File: src/rtl/addsub_serial_if.sv
// Operand/result handshake bundle for the digit-serial adder/subtractor.
// The master side drives operands and result acceptance. The slave side (the datapath) returns the result and flags.
interface addsub_serial_if #(
  parameter int WIDTH = 16
);
  logic             in_valid;
  logic             in_ready;
  logic [WIDTH-1:0] x;
  logic [WIDTH-1:0] y;
  logic             sub;
  logic             out_valid;
  logic             out_ready;
  logic [WIDTH-1:0] s;
  logic             cout;
  logic             ovf;
  logic             zero;
  logic             neg;

  modport master (
    output in_valid, x, y, sub, out_ready,
    input  in_ready, out_valid, s, cout, ovf, zero, neg
  );

  modport slave (
    input  in_valid, x, y, sub, out_ready,
    output in_ready, out_valid, s, cout, ovf, zero, neg
  );
endinterface

File: src/rtl/addsub_serial.sv
// Digit-serial two's-complement add/sub: one DIGIT-wide ripple slice is reused NDIG times per operation.
// Optional macro ADDSUB_SAT_EN clamps an overflowing result to the signed min/max.
module addsub_serial #(
  parameter int WIDTH = 16,
  parameter int DIGIT = 4
) (
  input logic            clk,
  input logic            rst_n,
  addsub_serial_if.slave bus
);
  localparam int NDIG = WIDTH / DIGIT;
  localparam int CW   = (NDIG > 1) ? $clog2(NDIG) : 1;

  typedef enum logic [1:0] {
    IDLE = 2'd0,
    RUN  = 2'd1,
    DONE = 2'd2
  } state_t;

  state_t             state_q, state_d;
  logic [WIDTH-1:0]   opa_q, opa_d;
  logic [WIDTH-1:0]   opb_q, opb_d;
  logic [WIDTH-1:0]   acc_q, acc_d;
  logic [WIDTH-1:0]   s_q, s_d;
  logic [CW-1:0]      cnt_q, cnt_d;
  logic               carry_q, carry_d;
  logic               cout_q, cout_d;
  logic               ovf_q, ovf_d;
  logic               zero_q, zero_d;
  logic               neg_q, neg_d;
  logic               out_valid_q, out_valid_d;

  logic [DIGIT:0]       slice_s;
  logic [WIDTH+DIGIT-1:0] acc_wide_s;
  logic [WIDTH-1:0]     acc_next_s;
  logic [WIDTH-1:0]     res_s;
  logic                 ovf_s;

  // Shared ripple slice. The partial result fills acc from the MSB end, so s stays untouched until DONE entry.
  always_comb begin
    slice_s    = {1'b0, opa_q[DIGIT-1:0]} + {1'b0, opb_q[DIGIT-1:0]} + {{DIGIT{1'b0}}, carry_q};
    acc_wide_s = {slice_s[DIGIT-1:0], acc_q} >> DIGIT;
    acc_next_s = acc_wide_s[WIDTH-1:0];
    // carry into the slice MSB is recovered as a^b^sum at that bit
    ovf_s      = opa_q[DIGIT-1] ^ opb_q[DIGIT-1] ^ slice_s[DIGIT-1] ^ slice_s[DIGIT];
`ifdef ADDSUB_SAT_EN
    if (ovf_s) begin
      res_s = {~acc_next_s[WIDTH-1], {(WIDTH-1){acc_next_s[WIDTH-1]}}};
    end else begin
      res_s = acc_next_s;
    end
`else
    res_s = acc_next_s;
`endif
  end

  // Next-state and datapath update.
  always_comb begin
    state_d     = state_q;
    opa_d       = opa_q;
    opb_d       = opb_q;
    acc_d       = acc_q;
    s_d         = s_q;
    cnt_d       = cnt_q;
    carry_d     = carry_q;
    cout_d      = cout_q;
    ovf_d       = ovf_q;
    zero_d      = zero_q;
    neg_d       = neg_q;
    out_valid_d = out_valid_q;
    case (state_q)
      IDLE: begin
        if (bus.in_valid) begin
          opa_d   = bus.x;
          opb_d   = bus.y ^ {WIDTH{bus.sub}};
          carry_d = bus.sub;
          cnt_d   = {CW{1'b0}};
          acc_d   = {WIDTH{1'b0}};
          state_d = RUN;
        end else begin
          state_d = IDLE;
        end
      end
      RUN: begin
        acc_d   = acc_next_s;
        opa_d   = opa_q >> DIGIT;
        opb_d   = opb_q >> DIGIT;
        carry_d = slice_s[DIGIT];
        cnt_d   = cnt_q + {{(CW-1){1'b0}}, 1'b1};
        if (cnt_q == CW'(NDIG - 1)) begin
          s_d         = res_s;
          cout_d      = slice_s[DIGIT];
          ovf_d       = ovf_s;
          zero_d      = (res_s == {WIDTH{1'b0}});
          neg_d       = res_s[WIDTH-1];
          out_valid_d = 1'b1;
          state_d     = DONE;
        end else begin
          state_d = RUN;
        end
      end
      DONE: begin
        if (bus.out_ready) begin
          out_valid_d = 1'b0;
          state_d     = IDLE;
        end else begin
          state_d = DONE;
        end
      end
      default: begin
        out_valid_d = 1'b0;
        state_d     = IDLE;
      end
    endcase
  end

  // State and datapath registers; reset abandons any in-flight operation.
  always_ff @(posedge clk or negedge rst_n) begin
    if (!rst_n) begin
      state_q     <= IDLE;
      opa_q       <= {WIDTH{1'b0}};
      opb_q       <= {WIDTH{1'b0}};
      acc_q       <= {WIDTH{1'b0}};
      s_q         <= {WIDTH{1'b0}};
      cnt_q       <= {CW{1'b0}};
      carry_q     <= 1'b0;
      cout_q      <= 1'b0;
      ovf_q       <= 1'b0;
      zero_q      <= 1'b0;
      neg_q       <= 1'b0;
      out_valid_q <= 1'b0;
    end else begin
      state_q     <= state_d;
      opa_q       <= opa_d;
      opb_q       <= opb_d;
      acc_q       <= acc_d;
      s_q         <= s_d;
      cnt_q       <= cnt_d;
      carry_q     <= carry_d;
      cout_q      <= cout_d;
      ovf_q       <= ovf_d;
      zero_q      <= zero_d;
      neg_q       <= neg_d;
      out_valid_q <= out_valid_d;
    end
  end

  assign bus.in_ready  = (state_q == IDLE);
  assign bus.out_valid = out_valid_q;
  assign bus.s         = s_q;
  assign bus.cout      = cout_q;
  assign bus.ovf       = ovf_q;
  assign bus.zero      = zero_q;
  assign bus.neg       = neg_q;
endmodule

File: src/flat_wrapper.sv
// flat-port wrapper written by rule: the top's interface ports become plain ports
module addsub_serial_flat 
#(
  parameter int WIDTH = 16,
  parameter int DIGIT = 4
)
  (clk, rst_n, bus_in_valid, bus_x, bus_y, bus_sub, bus_out_ready, bus_in_ready, bus_out_valid, bus_s, bus_cout, bus_ovf, bus_zero, bus_neg);
  addsub_serial_if #(.WIDTH(WIDTH)) bus_i ();
  input logic clk;
  input logic rst_n;
  input wire logic [$bits(bus_i.in_valid)-1:0] bus_in_valid;
  input wire logic [$bits(bus_i.x)-1:0] bus_x;
  input wire logic [$bits(bus_i.y)-1:0] bus_y;
  input wire logic [$bits(bus_i.sub)-1:0] bus_sub;
  input wire logic [$bits(bus_i.out_ready)-1:0] bus_out_ready;
  output wire logic [$bits(bus_i.in_ready)-1:0] bus_in_ready;
  output wire logic [$bits(bus_i.out_valid)-1:0] bus_out_valid;
  output wire logic [$bits(bus_i.s)-1:0] bus_s;
  output wire logic [$bits(bus_i.cout)-1:0] bus_cout;
  output wire logic [$bits(bus_i.ovf)-1:0] bus_ovf;
  output wire logic [$bits(bus_i.zero)-1:0] bus_zero;
  output wire logic [$bits(bus_i.neg)-1:0] bus_neg;
  assign bus_i.in_valid = bus_in_valid;
  assign bus_i.x = bus_x;
  assign bus_i.y = bus_y;
  assign bus_i.sub = bus_sub;
  assign bus_i.out_ready = bus_out_ready;
  assign bus_in_ready = bus_i.in_ready;
  assign bus_out_valid = bus_i.out_valid;
  assign bus_s = bus_i.s;
  assign bus_cout = bus_i.cout;
  assign bus_ovf = bus_i.ovf;
  assign bus_zero = bus_i.zero;
  assign bus_neg = bus_i.neg;
  addsub_serial #(.WIDTH(WIDTH), .DIGIT(DIGIT)) u_core (.clk(clk), .rst_n(rst_n), .bus(bus_i));
endmodule
File: config.mk
export PLATFORM = sky130hd
export DESIGN_NAME = addsub_serial_flat
export DESIGN_NICKNAME = d
export VERILOG_FILES = /design/src/rtl/addsub_serial_if.sv /design/src/rtl/addsub_serial.sv /design/src/flat_wrapper.sv
export SDC_FILE = /design/constraint.sdc
export NUM_CORES = 1
export LEC_CHECK = 0
export BUFFER_PORTS_ARGS = -buffer_cell sky130_fd_sc_hd__buf_4
export CAP_MARGIN = 15
export CORE_MARGIN = 10
export CORE_UTILIZATION = 50
export CTS_BUF_LIST = sky130_fd_sc_hd__clkbuf_16
export CTS_CLUSTER_SIZE = 10
export DETAILED_ROUTE_END_ITERATION = 7
export PLACE_DENSITY = 0.78
export SYNTH_ARGS = -nofsm -noshare
export SYNTH_HDL_FRONTEND = slang
export SYNTH_SLANG_ARGS = --single-unit
File: constraint.sdc
create_clock -name clk -period 2 [get_ports clk]
set_input_delay 0.5 -clock clk [delete_from_list [all_inputs] [get_ports clk]]
set_output_delay 0.5 -clock clk [all_outputs]
set_load 0.02 [all_outputs]
* Word-level counts from Yosys, hierarchy flattened *
Index checks and enable logic that the tools add are counted.

cells by class
  $add $sub $neg = 3
  muxes and demuxes = 17
  divide/modulo/power cells = 0
  eq/ne operators = 6
  bitwise gates (word level) = 5
  reductions and logical operators = 6
  $lt $le $gt $ge = 0
  shift operators = 0
  multipliers = 0

operator list
  cell                 number
  $pmux 16 s2          3
  $mux 16              3
  $logic_not 16->1     1
  $xor 16x16->16       1
  $mux 2               3
  $pmux 2 s3           1
  $add 4x4->5          1
  $add 5x1->5          1
  $eq 2x2->1 const B   2
  $mux 1               4
  $ne 2x2->1 const B   2
  $pmux 2 s2           1
  $reduce_and 2->1     2
  $pmux 1 s3           1
  $reduce_and 3->1     1
  $xor 1x1->1          3
  $add 2x1->2 const B  1
  $eq 2x1->1 const B   1
  $logic_not 2->1      1
  $ne 2x1->1 const B   1
  $pmux 1 s2           1
  $reduce_bool 2->1    1
  $not 1->1            1

storage, ports and cells
  output and inout port bits = 22
  register bits after elaboration = 74
  input port bits = 37
  RAM bits = 0
  bits in read-only memories = 0
  word-level logic and storage cells = 49
  memories = 0
  bits in latches = 0

* Logic depth before layout (Yosys ltp) *
Gate-level depths: netlist of the first run.

  depth after elaboration = 4
  depth in mapped cells = 8
  depth with buffers taken out = 8

* Least setup slack after synthesis of the first run *
Ideal clock, no wire load.

  path type = register -> register
  start = register u_core.carry_q
  end = register u_core.zero_q, in the netlist u_core.bus.zero
  arrival time = 1889 ps
  data required time = 1934 ps
  cell stages (with the launch flop) = 9
  setup slack = 45 ps
  library setup time = 66 ps
  clock period less this slack = 1955 ps
  buffers on the path = 0
  cell sequence = dfrtp_1 > inv_1 > fa_1 > inv_1 > fa_1 > nor4b_1 > nand4_1 > nor2_1 > a22o_1

on the way
  word-level cells in the longest chain between the ends = 2

ends and longest elaborated chain
  item                         RTL line              source
  from (decl)                  addsub_serial.sv:26   logic carry_q, carry_d;
  from (signal assigned)       addsub_serial.sv:139  carry_q <= carry_d;
  $add 5x1->5                  addsub_serial.sv:41   slice_s = {1'b0, opa_q[DIGIT-1:0]} + {1'b0, opb_q[DIGIT-1:0]} + {{DIGIT{1'b0}}, carry_q};
  named net u_core.slice_s[1]  addsub_serial.sv:33   logic [DIGIT:0] slice_s;
  $logic_not 16->1             addsub_serial.sv:94   zero_d = (res_s == {WIDTH{1'b0}});
  to (signal assigned)         addsub_serial.sv:142  zero_q <= zero_d;
  to (decl)                    addsub_serial.sv:29   logic zero_q, zero_d;

The timed path passes the listed nets, and every way through them passes these cells.
A chain may end at the register's enable or synchronous reset.

* Worst setup path after layout of the first run *
  start = register u_core.opa_q[0]
  end = register u_core.zero_q, in the netlist u_core.bus.zero

on the way
  word-level cells in the longest chain between the ends = 3

ends and longest elaborated chain
  item                         RTL line              source
  from (decl)                  addsub_serial.sv:21   logic [WIDTH-1:0] opa_q, opa_d;
  from (signal assigned)       addsub_serial.sv:121  opa_q <= {WIDTH{1'b0}};
  from (signal assigned)       addsub_serial.sv:134  opa_q <= opa_d;
  $add 4x4->5                  addsub_serial.sv:41
  $add 5x1->5                  addsub_serial.sv:41
  named net u_core.slice_s[1]  addsub_serial.sv:33
  $logic_not 16->1             addsub_serial.sv:94

The timed path passes the listed nets, and every way through them passes these cells.

==> qor.txt, run 1 <==
status -> complete, no violations
Core Box Area -> 5990 sq um
syn avg cell area -> 10.4 sq um
Nets -> 401
most area-consuming cells after synthesis -> dfrtp_1, nand2_1, xnor2_1
num rows -> 28
Die X-Extent -> 99 um
post-layout util -> 66.6%
Worst Tran Pin Value -> 0.589 ns
Initial Utilization -> 52.1%
reg2reg start -> u_core.opa_q[0]
cell leakage power -> 1.90 nW
post-synthesis async set-or-reset flop share -> 100%
Total GRT Usage -> 14.2%
Cells after Synth -> 300
clk_lat worst skew -> 0.33 ns
Setup-failing EPs final -> 0
routed len/inst -> 15.7 um
GP Congestion -> 0.816
area share of the largest cell type after synthesis -> 55.3%
CTS Root Cell -> clkbuf_16
Net Sw Power -> 2.70 mW
Post-synth EDFFs -> 0
TritonCTS Sinks -> 69
Die Y-Extent -> 99 um
critical path endpoint -> u_core.bus.zero
final hold vios -> 0
layout cell share with drive strength beyond 1 -> 27.1%
largest area contributor in the netlist -> dfrtp_1
Post-Syn Area -> 3120 sq um
main flop type after synthesis -> dfrtp_1
CTS buffer count -> 9
Final period util -> 100%
Synth Register Bits -> 69
First DRT Iteration DRCs -> 111
TritonCTS clock tree -> yes
Clock Skews -> 0.00553 ns
Worst Path Arrival -> 2.26 ns
first-pass GRT wire length -> 11400 um
Final Max Slew Viols -> 0
Area Growth Syn to Fin -> 27.9%
Sw Ratio -> 36.8%
CP Launch Type -> register
First-pass DRT Iterations -> 4
Tmin final -> 2.00 ns
largest net degree at the start of global routing -> 50
Power Total -> 7.33 mW
vias in the first global route -> 2386
Hold/Removal Path Class -> in -> async
FF-to-FF setup slack -> 0.0007 ns
most frequent cells after synthesis -> dfrtp_1, nand2_1, nor2_1
Synth Net Count -> 343
Routed WL -> 6880 um
PD cells -> 1840 nW/um^2
FF-to-FF path depth -> 8
max_slew headroom -> 60.6%
fillers -> 457
Comb pwr share -> 41.9%
hold_buf cts -> 0
Via density -> 5.42
htree depth -> 3
Pint -> 4.63 mW
maxcap violations -> 0
Max Buffers Root-to-Sink -> 2
I/O pins -> 59
die area -> 9800 sq um
synth unique cells -> 33
clock slew at reported path FFs -> 0.05 ns
FF-to-FF End -> u_core.bus.zero
Max FO, Critical Path -> 2
post-detail-place hpwl -> 4690 um
critical path startpoint -> u_core.opa_q[0]
crit end category -> register
Setup CP Type -> reg -> reg
antenna viol nets, final -> 0
vias after detailed routing -> 2368
required time worst endpoint -> 2.26 ns
register share of total power -> 34.2%
synth warn -> 0
top-count cell post-synth -> dfrtp_1
Seq/Total Area, Yosys -> 55.3%
RSZ-0062 raised after global routing -> yes
Peak VDD IR -> 0.894 mV
Fmax -> 0.500 GHz
IO buf count -> 58
Antenna Cells -> 0
Clk pwr share -> 23.8%
initial antenna violation count -> 0
residual DRC count -> 0
Remaining Overflow, GRT -> 0
power by group through the flow:
stage | Combinational, mW | Sequential [mW] | Clock (mW)
finish | 3.08 | 2.51 | 1.75
global route | 3.42 | 2.59 | 1.83
CTS | 3.09 | 2.51 | 1.77
detailed placement | 3.01 | 2.52 | 0
global placement | 2.90 | 2.49 | 0
floorplan | 1.92 | 2.60 | 0
critical path, stage by stage, from the launching register on:
cell and delay (ns):
dfrtp_1 0.33, inv_2 0.05, fa_2 0.39, inv_2 0.07
fa_1 0.44, nor4b_2 0.23, nand4_1 0.11, nor2_1 0.15
a22o_1 0.16
layer usage:
metal	global-route usage [%]	vias up	wire, um
met1	17.8	1132	3180
met5	0	-	0
met3	3.70	13	389
met2	22.2	78	3190
met4	6.73	0	114
li1	-	1145	-
layout make-up:
class	count	area (sq um)	area share [%]
clock buffer	9	225	5.64
clock inverter	6	103	2.57
inverter	5	18.8	0.470
multi-input combinational	206	1290	32.5
sequential	69	1730	43.3
tap	75	93.8	2.35
timing repair buffer	67	528	13.2
state kept, by name, summed over array words and instances (netlist names):
name,cells
u_core.carry_q,1
u_core.state_q,2
u_core.bus.zero,1
u_core.cnt_q,2
u_core.acc_q,12
u_core.opb_q,16
u_core.opa_q,16
u_core.bus.ovf,1
u_core.bus.out_valid,1
u_core.bus.s,16
u_core.bus.cout,1
how the worst min path moves through the flow:
stage | to | slack (ns) | from
3_5_place_dp | u_core.bus.s[11] | 0.46 | rst_n
6_report | u_core.bus.s[11] | 0.10 | rst_n
5_1_grt | u_core.bus.s[15] | 0.14 | rst_n
4_1_cts | u_core.bus.s[11] | 0.11 | rst_n
2_1_floorplan | u_core.acc_q[10] | 0.20 | rst_n
3_3_place_gp | u_core.bus.s[15] | 0.46 | rst_n
repair_timing:
item,in CTS,in global routing
pin swaps,6,2
setup endpoints to repair,1,2
buffers inserted,1,0
resized for setup,4,1
per-stage QoR:
| stage | setup slack (ns) | area (sq um) | instances | hold WS (ns) | setup TNS [ns] |
|---|---|---|---|---|---|
| final | 0.000705 | 3990 | 437 | 0.104 | 0 |
| after global routing | -0.105 | 3990 | 437 | 0.143 | -0.107 |
| after detailed placement | -0.0742 | 3640 | 421 | 0.462 | -0.0742 |
| after global placement | 0.00174 | 3640 | 421 | 0.456 | 0 |
| after floorplan | 0.0450 | 3120 | 300 | 0.204 | 0 |
| after CTS | -0.00513 | 3990 | 437 | 0.114 | -0.00513 |
cells in the final DEF, fill, tap and decap left out, types with 3 or more instances in the layout:
| cell type | instances |
|---|---|
| ha_1 | 4 |
| nand3_1 | 8 |
| o21ai_1 | 4 |
| a31oi_1 | 11 |
| mux2_1 | 4 |
| buf_4 | 65 |
| nor2_1 | 28 |
| inv_1 | 3 |
| clkbuf_16 | 9 |
| dfrtp_1 | 69 |
| nand2_1 | 61 |
| a21oi_1 | 3 |
| mux2_4 | 9 |
| o21ai_0 | 26 |
| a221o_1 | 12 |
| xnor2_1 | 18 |
| bufinv_16 | 3 |
kinds of logic after synthesis:
logic type | after synthesis | synth area share, %
muxes | 13 | 5.77
DFF | 69 | 55.3
xor gates and xnor gates | 19 | 5.33
buffers and inverters | 25 | 3.85
AOI/OAI and AO/OA | 61 | 12.5
adders and majority gates | 6 | 2.89
and+or+nand+nor | 107 | 14.3
No activity file was read; power rests on OpenSTA's default activity.
==> run 2: changes to the inputs <==
--- a/config.mk
+++ b/config.mk
@@ -5,6 +5,7 @@
 export SDC_FILE = /design/constraint.sdc
 export NUM_CORES = 1
 export LEC_CHECK = 0
+export ABC_AREA = 1
 export BUFFER_PORTS_ARGS = -buffer_cell sky130_fd_sc_hd__buf_4
 export CAP_MARGIN = 15
 export CORE_MARGIN = 10
==> qor.txt, run 2 <==
status -> complete, no violations
largest net degree at the start of global routing -> 41
synth unique cells -> 26
Max FO, Critical Path -> 2
Remaining Overflow, GRT -> 0
largest area contributor in the netlist -> dfrtp_1
Post-synth EDFFs -> 0
CTS buffer count -> 9
post-detail-place hpwl -> 4870 um
area share of the largest cell type after synthesis -> 55.4%
Fmax -> 0.544 GHz
IO buf count -> 58
Antenna Cells -> 0
cell area after placement -> 3630 sq um
top-count cell post-synth -> nand2_1
Hold/Removal Path Class -> in -> async
cell leakage power -> 1.98 nW
Seq. cell area -> 1730 sq um
GP Congestion -> 0.892
Peak VDD IR -> 0.835 mV
Final period util -> 91.9%
First-pass DRT Iterations -> 4
residual DRC count -> 0
PD cells -> 1740 nW/um^2
First DRT Iteration DRCs -> 91
Seq/Total Area, Yosys -> 55.4%
Cells after Synth -> 340
Post-Syn Area -> 3120 sq um
fraction of the mapped netlist area in adder cells -> 2.89%
I/O pins -> 59
Die Y-Extent -> 99.0 um
multiplexer area fraction after synthesis -> 0%
post-synthesis async set-or-reset flop share -> 100%
Area Growth Syn to Fin -> 25.5%
Tmin final -> 1.84 ns
final hold vios -> 0
Routed WL -> 6890 um
num rows -> 28
Die X-Extent -> 99.0 um
critical path startpoint -> u_core.carry_q
max_slew headroom -> 64.3%
clock slew at reported path FFs -> 0.05 ns
most area-consuming cells after synthesis -> dfrtp_1, nand2_1, o21ai_0
die area -> 9800 sq um
TritonCTS Sinks -> 69
main flop type after synthesis -> dfrtp_1
crit end category -> register
Initial Utilization -> 52.1%
Clock Skews -> 0.00457 ns
Setup CP Type -> reg -> reg
post-synthesis xor/xnor area fraction -> 4.77%
vias in the first global route -> 2622
fin area -> 3920 sq um
vias after detailed routing -> 2439
Max Buffers Root-to-Sink -> 2
Worst Tran Pin Value -> 0.535 ns
Core Box Area -> 5990 sq um
first-pass GRT wire length -> 11700 um
required time worst endpoint -> 2.27 ns
Total GRT Usage -> 14.5%
RSZ-0062 raised after global routing -> no
setup TNS -> 0 ns
Final Max Slew Viols -> 0
Synth Register Bits -> 69
reg2reg start -> u_core.carry_q
clk_lat worst skew -> 0.33 ns
syn avg cell area -> 9.17 sq um
FF-to-FF setup slack -> 0.16 ns
area of the multi-input gates -> 1100 sq um
CP Launch Type -> register
commonest non-fill, non-tap cell in the layout -> nand2_1
layout cell share with drive strength beyond 1 -> 21.3%
Synth Net Count -> 383
commonest non-fill, non-tap cells in the layout -> nand2_1, dfrtp_1, buf_4
Setup-failing EPs final -> 0
FF-to-FF End -> u_core.bus.zero
synth warn -> 0
FF-to-FF path depth -> 9
maxcap violations -> 0
CTS Root Cell -> clkbuf_16
Nets -> 442
Via density -> 5.09
main combinational cell family by area after synthesis -> compound AO/OA/AOI/OAI gates
most frequent cells after synthesis -> nand2_1, dfrtp_1, inv_1
Simple-Gate Fraction of Synth Area -> 12.1%
Worst Path Arrival -> 2.10 ns
htree depth -> 3
Compound-Gate Fraction of Synth Area -> 15.4%
initial antenna violation count -> 0
antenna viol nets, final -> 0
TritonCTS clock tree -> yes
fillers -> 490
routed len/inst -> 14.4 um
-- run 2: changes by cell type after synthesis, sizes merged, moves of 6 or more --
cell / before / now
clkbuf: 8 / 2
nand2: 62 / 77
a31oi: 11 / 0
xnor2: 18 / 8
o22ai: 0 / 15
a221o: 12 / 0
o21ai: 30 / 52
nor2: 29 / 9
inv: 5 / 51
xor2: 1 / 9
a22oi: 1 / 8
mux2: 13 / 0
-- run 2: worst max-delay path by stage --
stage                      endpoint  slack (ns)
global placement    u_core.bus.zero        0.24
floorplan           u_core.bus.zero        0.30
finish              u_core.bus.zero        0.16
CTS                 u_core.bus.zero        0.14
global route        u_core.bus.zero        0.02
detailed placement  u_core.bus.zero        0.19
-- run 2: final cells by class --
class | count | area share (%)
Clock inverter | 7 | 1.50
Sequential cell | 69 | 44.1
Tap cell | 75 | 2.40
Timing Repair Buffer | 66 | 13.3
Clock buffer | 9 | 5.75
Multi-Input combinational cell | 202 | 28.1
Inverter | 51 | 4.89
-- run 2: power breakdown --
group,switching (mW),internal (mW),leakage (nW)
Combinational,1.85,1.14,0.950
Sequential,0.291,2.01,0.883
Clock,0.562,0.946,0.145
-- run 2: logic make-up (layout without fill, tap and decap cells) --
| family | count (synthesis) | count (layout) |
|---|---|---|
| compound gates | 84 | 84 |
| buf+inv | 69 | 133 |
| simple gates | 95 | 95 |
| xor+xnor | 17 | 17 |
| flops | 69 | 69 |
| fa+ha+maj | 6 | 6 |
-- run 2: timing repair --
action,CTS,global route
hold buffers,0,0
setup buffers,0,0
resized for setup,0,1
endpoints found under the setup margin,0,1
-- run 2: per-stage QoR --
step / hold WS, ns / utilization (%) / instances / power (mW) / worst slack (ns)
2_1_floorplan: 0.204 / - / 340 / 4.35 / 0.301
3_3_place_gp: 0.461 / 60.6 / 463 / 5.18 / 0.235
5_1_grt: 0.197 / 65.4 / 479 / 7.34 / 0.0226
3_5_place_dp: 0.470 / 60.6 / 463 / 5.30 / 0.191
4_1_cts: 0.169 / 65.3 / 479 / 6.85 / 0.137
6_report: 0.154 / 65.4 / 479 / 6.80 / 0.162
-- run 2: metal layers --
layer	vias to the layer above	part of all wire (%)	track usage, %
li1	1216	-	-
met1	1161	45	17.0
met2	60	48	23.5
met3	2	6.2	4.75
met4	0	0.32	6.39
met5	-	0	0
-- run 2: critical path: stages (launching register included) --
cell     delay, ns
dfrtp_1       0.32
inv_1         0.06
fa_1          0.41
inv_1         0.10
fa_1          0.45
nor2_2        0.11
nand3_1       0.08
nor2_1        0.11
nand3_1       0.08
nand2_1       0.07
